## config.mk

```make
export PLATFORM = sky130hd
export DESIGN_NAME = jk_seq_ctrl
export DESIGN_NICKNAME = d
export VERILOG_FILES = /design/src/rtl/jk_pkg.sv /design/src/rtl/jk_cell.sv /design/src/rtl/jk_seq_ctrl.sv
export SDC_FILE = /design/constraint.sdc
export NUM_CORES = 1
export LEC_CHECK = 0
export ABC_AREA = 1
export CORE_MARGIN = 2
export CORE_UTILIZATION = 35
export DETAILED_ROUTE_END_ITERATION = 8
export GPL_TIMING_DRIVEN = 0
export PLACE_DENSITY_LB_ADDON = 0.12
export SYNTH_ARGS = -nofsm -noshare
export SYNTH_HDL_FRONTEND = slang
export SYNTH_HIERARCHICAL = 1
export SYNTH_SLANG_ARGS = --single-unit
```

## constraint.sdc

```tcl
create_clock -name clk_i -period 1.1 [get_ports clk_i]
set_input_delay 0.165 -clock clk_i [delete_from_list [all_inputs] [get_ports clk_i]]
set_output_delay 0.165 -clock clk_i [all_outputs]
set_load 0.01 [all_outputs]
```

## src/rtl/jk_pkg.sv

```systemverilog
// Shared encodings for the JK bank sequencer: run modes, FSM states, JK actions.
package jk_pkg;

    // Run mode encodings as presented on mode_i.
    localparam logic [1:0] MODE_UP      = 2'b00;
    localparam logic [1:0] MODE_DOWN    = 2'b01;
    localparam logic [1:0] MODE_JOHNSON = 2'b10;
    localparam logic [1:0] MODE_CPL     = 2'b11;

    typedef enum logic [1:0] {
        IDLE = 2'b00,
        RUN  = 2'b01,
        DONE = 2'b10
    } state_e;

    // JK excitation pairs, packed as {j, k}.
    localparam logic [1:0] JK_HOLD = 2'b00;
    localparam logic [1:0] JK_RST  = 2'b01;
    localparam logic [1:0] JK_SET  = 2'b10;
    localparam logic [1:0] JK_TGL  = 2'b11;

endpackage

```

## src/rtl/jk_cell.sv

```systemverilog
// Single JK flip-flop with asynchronous active-high reset; qb is derived from q.
module jk_cell
    import jk_pkg::*;
(
    input  logic clk_i,
    input  logic rst_i,
    input  logic j_i,
    input  logic k_i,
    output logic q_o,
    output logic qb_o
);

    logic q_q;
    logic q_d;

    // Apply the JK rule: hold, clear, set or toggle.
    always_comb begin
        q_d = q_q;
        unique case ({j_i, k_i})
            JK_HOLD: q_d = q_q;
            JK_RST:  q_d = 1'b0;
            JK_SET:  q_d = 1'b1;
            JK_TGL:  q_d = ~q_q;
            default: q_d = q_q;
        endcase
    end

    // Cell storage, cleared asynchronously.
    always_ff @(posedge clk_i or posedge rst_i) begin
        if (rst_i) begin
            q_q <= 1'b0;
        end else begin
            q_q <= q_d;
        end
    end

    assign q_o  = q_q;
    assign qb_o = ~q_q;

endmodule

```

## src/rtl/jk_seq_ctrl.sv

```systemverilog
// Sequencer for a bank of JK cells: drives J/K so the bank counts up/down, runs a
// Johnson ring or complements for a programmed number of steps, or loads in parallel.
module jk_seq_ctrl
    import jk_pkg::*;
#(
    parameter int unsigned WIDTH = 4,
    parameter int unsigned LEN_W = 8
) (
    input  logic             clk_i,
    input  logic             rst_i,
    input  logic             start_i,
    input  logic [1:0]       mode_i,
    input  logic [LEN_W-1:0] len_i,
    input  logic             load_i,
    input  logic [WIDTH-1:0] load_val_i,
    output logic [WIDTH-1:0] q_o,
    output logic [WIDTH-1:0] qb_o,
    output logic             busy_o,
    output logic             done_o,
    output logic             tc_o
);

    state_e           state_q, state_d;
    logic [1:0]       mode_q, mode_d;
    logic [LEN_W-1:0] rem_q, rem_d;

    logic [WIDTH-1:0] q, qb;
    logic [WIDTH-1:0] j, k;
    logic [WIDTH-1:0] step_j, step_k;
    logic [WIDTH-1:0] up_t, dn_t;

    // The JK register bank.
    for (genvar gi = 0; gi < WIDTH; gi++) begin : g_cell
        jk_cell u_cell (
            .clk_i (clk_i),
            .rst_i (rst_i),
            .j_i   (j[gi]),
            .k_i   (k[gi]),
            .q_o   (q[gi]),
            .qb_o  (qb[gi])
        );
    end

    // Prefix ANDs of lower bits: bit i toggles when everything below is all-ones (up)
    // or all-zeros (down). Bit 0 sees an empty range and always toggles.
    always_comb begin
        logic up_c;
        logic dn_c;
        up_t = '0;
        dn_t = '0;
        up_c = 1'b1;
        dn_c = 1'b1;
        for (int i = 0; i < WIDTH; i++) begin
            up_t[i] = up_c;
            dn_t[i] = dn_c;
            up_c    = up_c & q[i];
            dn_c    = dn_c & qb[i];
        end
    end

    // Per-mode step excitation, using the latched mode.
    always_comb begin
        step_j = '0;
        step_k = '0;
        unique case (mode_q)
            MODE_UP: begin
                step_j = up_t;
                step_k = up_t;
            end
            MODE_DOWN: begin
                step_j = dn_t;
                step_k = dn_t;
            end
            MODE_JOHNSON: begin
                // Shift left, feeding the inverted MSB into bit 0.
                step_j = {q[WIDTH-2:0], qb[WIDTH-1]};
                step_k = {qb[WIDTH-2:0], q[WIDTH-1]};
            end
            MODE_CPL: begin
                step_j = '1;
                step_k = '1;
            end
            default: begin
                step_j = '0;
                step_k = '0;
            end
        endcase
    end

    // Next-state, latching and bank excitation.
    always_comb begin
        state_d = state_q;
        mode_d  = mode_q;
        rem_d   = rem_q;
        j       = '0;
        k       = '0;
        busy_o  = 1'b0;
        done_o  = 1'b0;
        unique case (state_q)
            IDLE: begin
                if (start_i) begin
                    // Start takes priority over load; the bank holds on this edge.
                    mode_d = mode_i;
                    rem_d  = len_i;
                    state_d = (len_i == '0) ? DONE : RUN;
                end else if (load_i) begin
                    j = load_val_i;
                    k = ~load_val_i;
                end
            end
            RUN: begin
                busy_o = 1'b1;
                j      = step_j;
                k      = step_k;
                rem_d  = rem_q - LEN_W'(1);
                if (rem_q == LEN_W'(1)) begin
                    state_d = DONE;
                end
            end
            DONE: begin
                done_o  = 1'b1;
                state_d = IDLE;
            end
            default: begin
                state_d = IDLE;
            end
        endcase
    end

    // Control registers, aborted asynchronously by reset.
    always_ff @(posedge clk_i or posedge rst_i) begin
        if (rst_i) begin
            state_q <= IDLE;
            mode_q  <= MODE_UP;
            rem_q   <= '0;
        end else begin
            state_q <= state_d;
            mode_q  <= mode_d;
            rem_q   <= rem_d;
        end
    end

    // Terminal count for the latched mode, valid in every state.
    always_comb begin
        tc_o = 1'b0;
        unique case (mode_q)
            MODE_UP:      tc_o = (q == '1);
            MODE_DOWN:    tc_o = (q == '0);
            MODE_JOHNSON: tc_o = (q == {1'b1, {(WIDTH - 1){1'b0}}});
            MODE_CPL:     tc_o = 1'b0;
            default:      tc_o = 1'b0;
        endcase
    end

    assign q_o  = q;
    assign qb_o = qb;

endmodule

```

==> impl_summary.md <==
Yosys
The synthesized-area fraction occupied by ao, oa, aoi and oai cells is 0.1580. The proportion of synthesized area in mux cells is 0. The sequential element share of the synthesized area is 0.3122. The cell area that synthesis handed to floorplanning was around 1300 um2. The area share of fa/ha/maj cells after synthesis is 0.04878.

Counting every net in the synthesized netlist gives ~220. Synthesis inferred 16 register bits. Counting distinct cell types in the post-synthesis netlist gives 22. The mean cell area of the mapped netlist is roughly 6.4 um2. Of the total synthesized cell area, the portion taken by XOR and XNOR cells is 0.006829. The post-synthesis instance total is 199. For this run, the number of Yosys warnings is 6. By area, the combinational part of the netlist is dominated by simple AND/OR/NAND/NOR gates. The area share of and/or/nand/nor cells after synthesis is 0.3454.

Power and ir drop
Overall power consumption after layout is estimated at 7.549 mW. The analysis attributes to cell leakage a power of ~1.1 nW. The peak supply drop is 1622 uV. The power density over the cells is 3204 nW/um2.

Clock tree
TritonCTS built the clock tree. The buffer cell driving the clock tree root is clkbuf_4. CTS built an H-tree with a depth of 1. In this run, CTS created clock tree buffers numbering 3. The clock-pin slew reported for the worst setup and hold paths after clock tree synthesis is 0.11 ns. The later pin in the worst-skew pair is clocked with a latency of 0.30 ns. The longest clock path from root to sink contains 2 buffers. The clock net in this run drives a total of 16 sinks.

Global route
Entering global routing, the biggest net connects 13 pins. The number of antenna violations at the first check in global routing is 0. The number of global-route vias before repair is approximately 1500.

Global routing finished with a remaining overflow of 0. The first-pass GRT wire length is between 7000 and 8000 um. The global-route usage over all layers is 0.2186.

Run status
The final reports fail on negative setup slack. The flow ran to the end, but the final reports show violations.

Detailed routing
The via-per-instance ratio is roughly 4.8. The post-route DRC violation count is 0. The average wire per cell in the routed design is ~14 um. Once detail routing completed, the nets flagged for antenna violations numbered 0.

The first detailed-routing pass ran for 4 iterations. The vias after detailed routing is about 1500. Summed over all layers, the routed wires come to between 4000 and 5000 um. In this run, the number of DRC markers left after iteration 0 of detailed routing was between 90 and 100.

Timing
The clock skew is 0.007447 ns. For the pin with the worst max-slew slack, the measured transition is roughly 0.51 ns. Headroom to the max-slew limit came out at 0.6589. The number of setup violations in the final report is 26. The final clock period utilization by the worst path is 1.463. The max-slew violation count is 0. The final period demand of the worst path is 1.609 ns. The number of hold violations in the final report is 0. The top achievable clock speed is about 620 MHz. Across all setup checks in the final design, the least slack found is -0.5091 ns. Setup repair after global routing could not meet its margin everywhere. The setup TNS after final layout is -5.158 ns.

Critical path
The critical path capture point type is an output port. The classification of the worst setup path is reg2out. For this design, the slowest cell found on the critical path is dfrtp_1. The worst endpoint required time is between 0.9 and 1 ns. The sum of buffers and inverters on the critical path is 4. The largest fanout of any net on the critical path is 4. Walking the worst path, the cells encountered are buf_4, buf_6, inv_6, nand2_2, o22ai_2, buf_2. The peak per-stage delay on the critical path is 0.42 ns. The cell family contributing the most delay on the critical path is buffers and inverters.

STA classifies the critical path startpoint as a flop. The arrival time at the worst endpoint is approximately 1.4 ns.

Layout
The finished cells cover about 2400 um2. The most frequent standard cell in the layout excluding fill and tap cells is nand2_1. At the end of the flow, the number of nets in the layout was between 200 and 300. The number of antenna diodes in the final layout is 0. The proportion of layout cells with a drive suffix above 1 is 0.4891. Relative to the synthesized area, the layout overhead comes to 83.71%.

The top cell types in the final layout, fill and taps aside, are nand2_1, buf_6, inv_1.

Place
After legalization and detailed placement, the total HPWL measured roughly 2500 um. The number of port buffers is 28. The congestion estimate from routability-driven global placement came to 0.8327. The placement-stage cell area is approximately 1600 um2.

Job
The max-capacitance violation count is 0.

Die
In this run the standard cell core region covers roughly 3400 um2. From bottom edge to top edge, the die measures about 65 um. The effective utilization at floorplan is 0.3755. The die footprint is ~4200 um2. The standard-cell row count is 21. The die is around 65 um wide. The I/O pin count is 29.

Min path
The path class of the tightest hold or removal check is in2async.
==> metal layers <==
layer	vias to the layer above	share of wire	track usage	wire, um
met5	-	0	0	0
met4	0	0.023	0.06915	100
met3	9	0.063	0.05035	276
met2	44	0.48	0.3737	2136
met1	696	0.43	0.2720	1901
li1	781	-	-	-
==> logic make-up (layout without fill, tap and decap cells) <==
logic type      count (synthesis)  in the layout
simple gates                  100            100
buf+inv                        42            117
compound gates                 35             35
flops                          16             16
fa+ha+maj                       5              5
xor+xnor                        1              1
==> sequential cells by signal (all words and copies together) (netlist names) <==
register,count
g_cell.u_cell/q_o,4
mode_q,2
rem_q,8
state_q,2
==> final timing paths <==
kind                                         to  slack [ns]  cells after the start      start
setup / recovery                           tc_o       -0.51                      6  mode_q[1]
hold / removal             g_cell[0].u_cell/q_o        0.09                      2      rst_i
setup reg to reg           g_cell[1].u_cell/q_o       -0.34                     10  mode_q[1]
hold reg to reg                        rem_q[7]        0.55                      2   rem_q[7]
max in group asynchronous              rem_q[0]        0.42                      2      rst_i
min in group clk_i                    mode_q[0]        0.44                      3  mode_i[0]
==> stage by stage <==
stage / hold WS (ns) / instances / worst slack, ns / utilization
floorplan: -0.1063 / 199 / -0.1461 / -
global placement: 0.4196 / 273 / -0.7255 / 0.4828
detailed placement: 0.4212 / 273 / -0.7263 / 0.4828
CTS: 0.09187 / 310 / -0.5015 / 0.6304
global route: 0.1058 / 320 / -0.6127 / 0.6897
finish: 0.09422 / 320 / -0.5091 / 0.6897
==> worst reg2reg max path: stages (launching register included) <==
cell	delay, ns
dfrtp_1	0.42
buf_4	0.15
buf_6	0.13
inv_6	0.07
nand2_4	0.07
o21ai_4	0.19
inv_2	0.06
o21ai_1	0.08
nand2_1	0.07
nand2_2	0.07
nand2_2	0.04
==> cells in the mapped netlist <==
master,count,share of area
o21ai_2,3,0.020
o21ai_0,18,0.070
o21a_1,1,0.0059
nand4_1,4,0.020
dfrtp_1,16,0.31
o21ai_1,2,0.0078
nor2_2,1,0.0049
nand2_1,52,0.15
nand3_1,14,0.055
buf_6,1,0.0088
xor2_1,1,0.0068
nor2_1,18,0.053
a21oi_2,2,0.014
o22ai_1,1,0.0049
o211ai_1,2,0.012
ha_1,5,0.049
inv_2,8,0.023
nor2_4,1,0.0088
inv_1,33,0.097
nand2_2,9,0.044
a21oi_1,6,0.023
nand2_4,1,0.0088
==> layout make-up <==
cell class	instances	area, um2
plain buffers	1	11.26
clock buffers	4	36.28
flip-flops and latches	16	406.6
multi-input cells	141	949.7
fillers	284	1060
repair buffers	71	696.9
well taps	46	57.56
inverters	41	197.7
==> power by group <==
group          internal, mW  leakage [nW]  switching [mW]
logic                  2.88         0.940            2.97
registers             0.915         0.184           0.369
clock network         0.202        0.0210           0.214
==> timing repair <==
item,CTS,global route
endpoints found under the setup margin,25,27
gates cloned,0,0
gates resized for setup,111,39
pin swaps,20,7
setup buffers,33,13
hold buffers,0,0
Note: power is estimated with default switching activity, not from simulation.
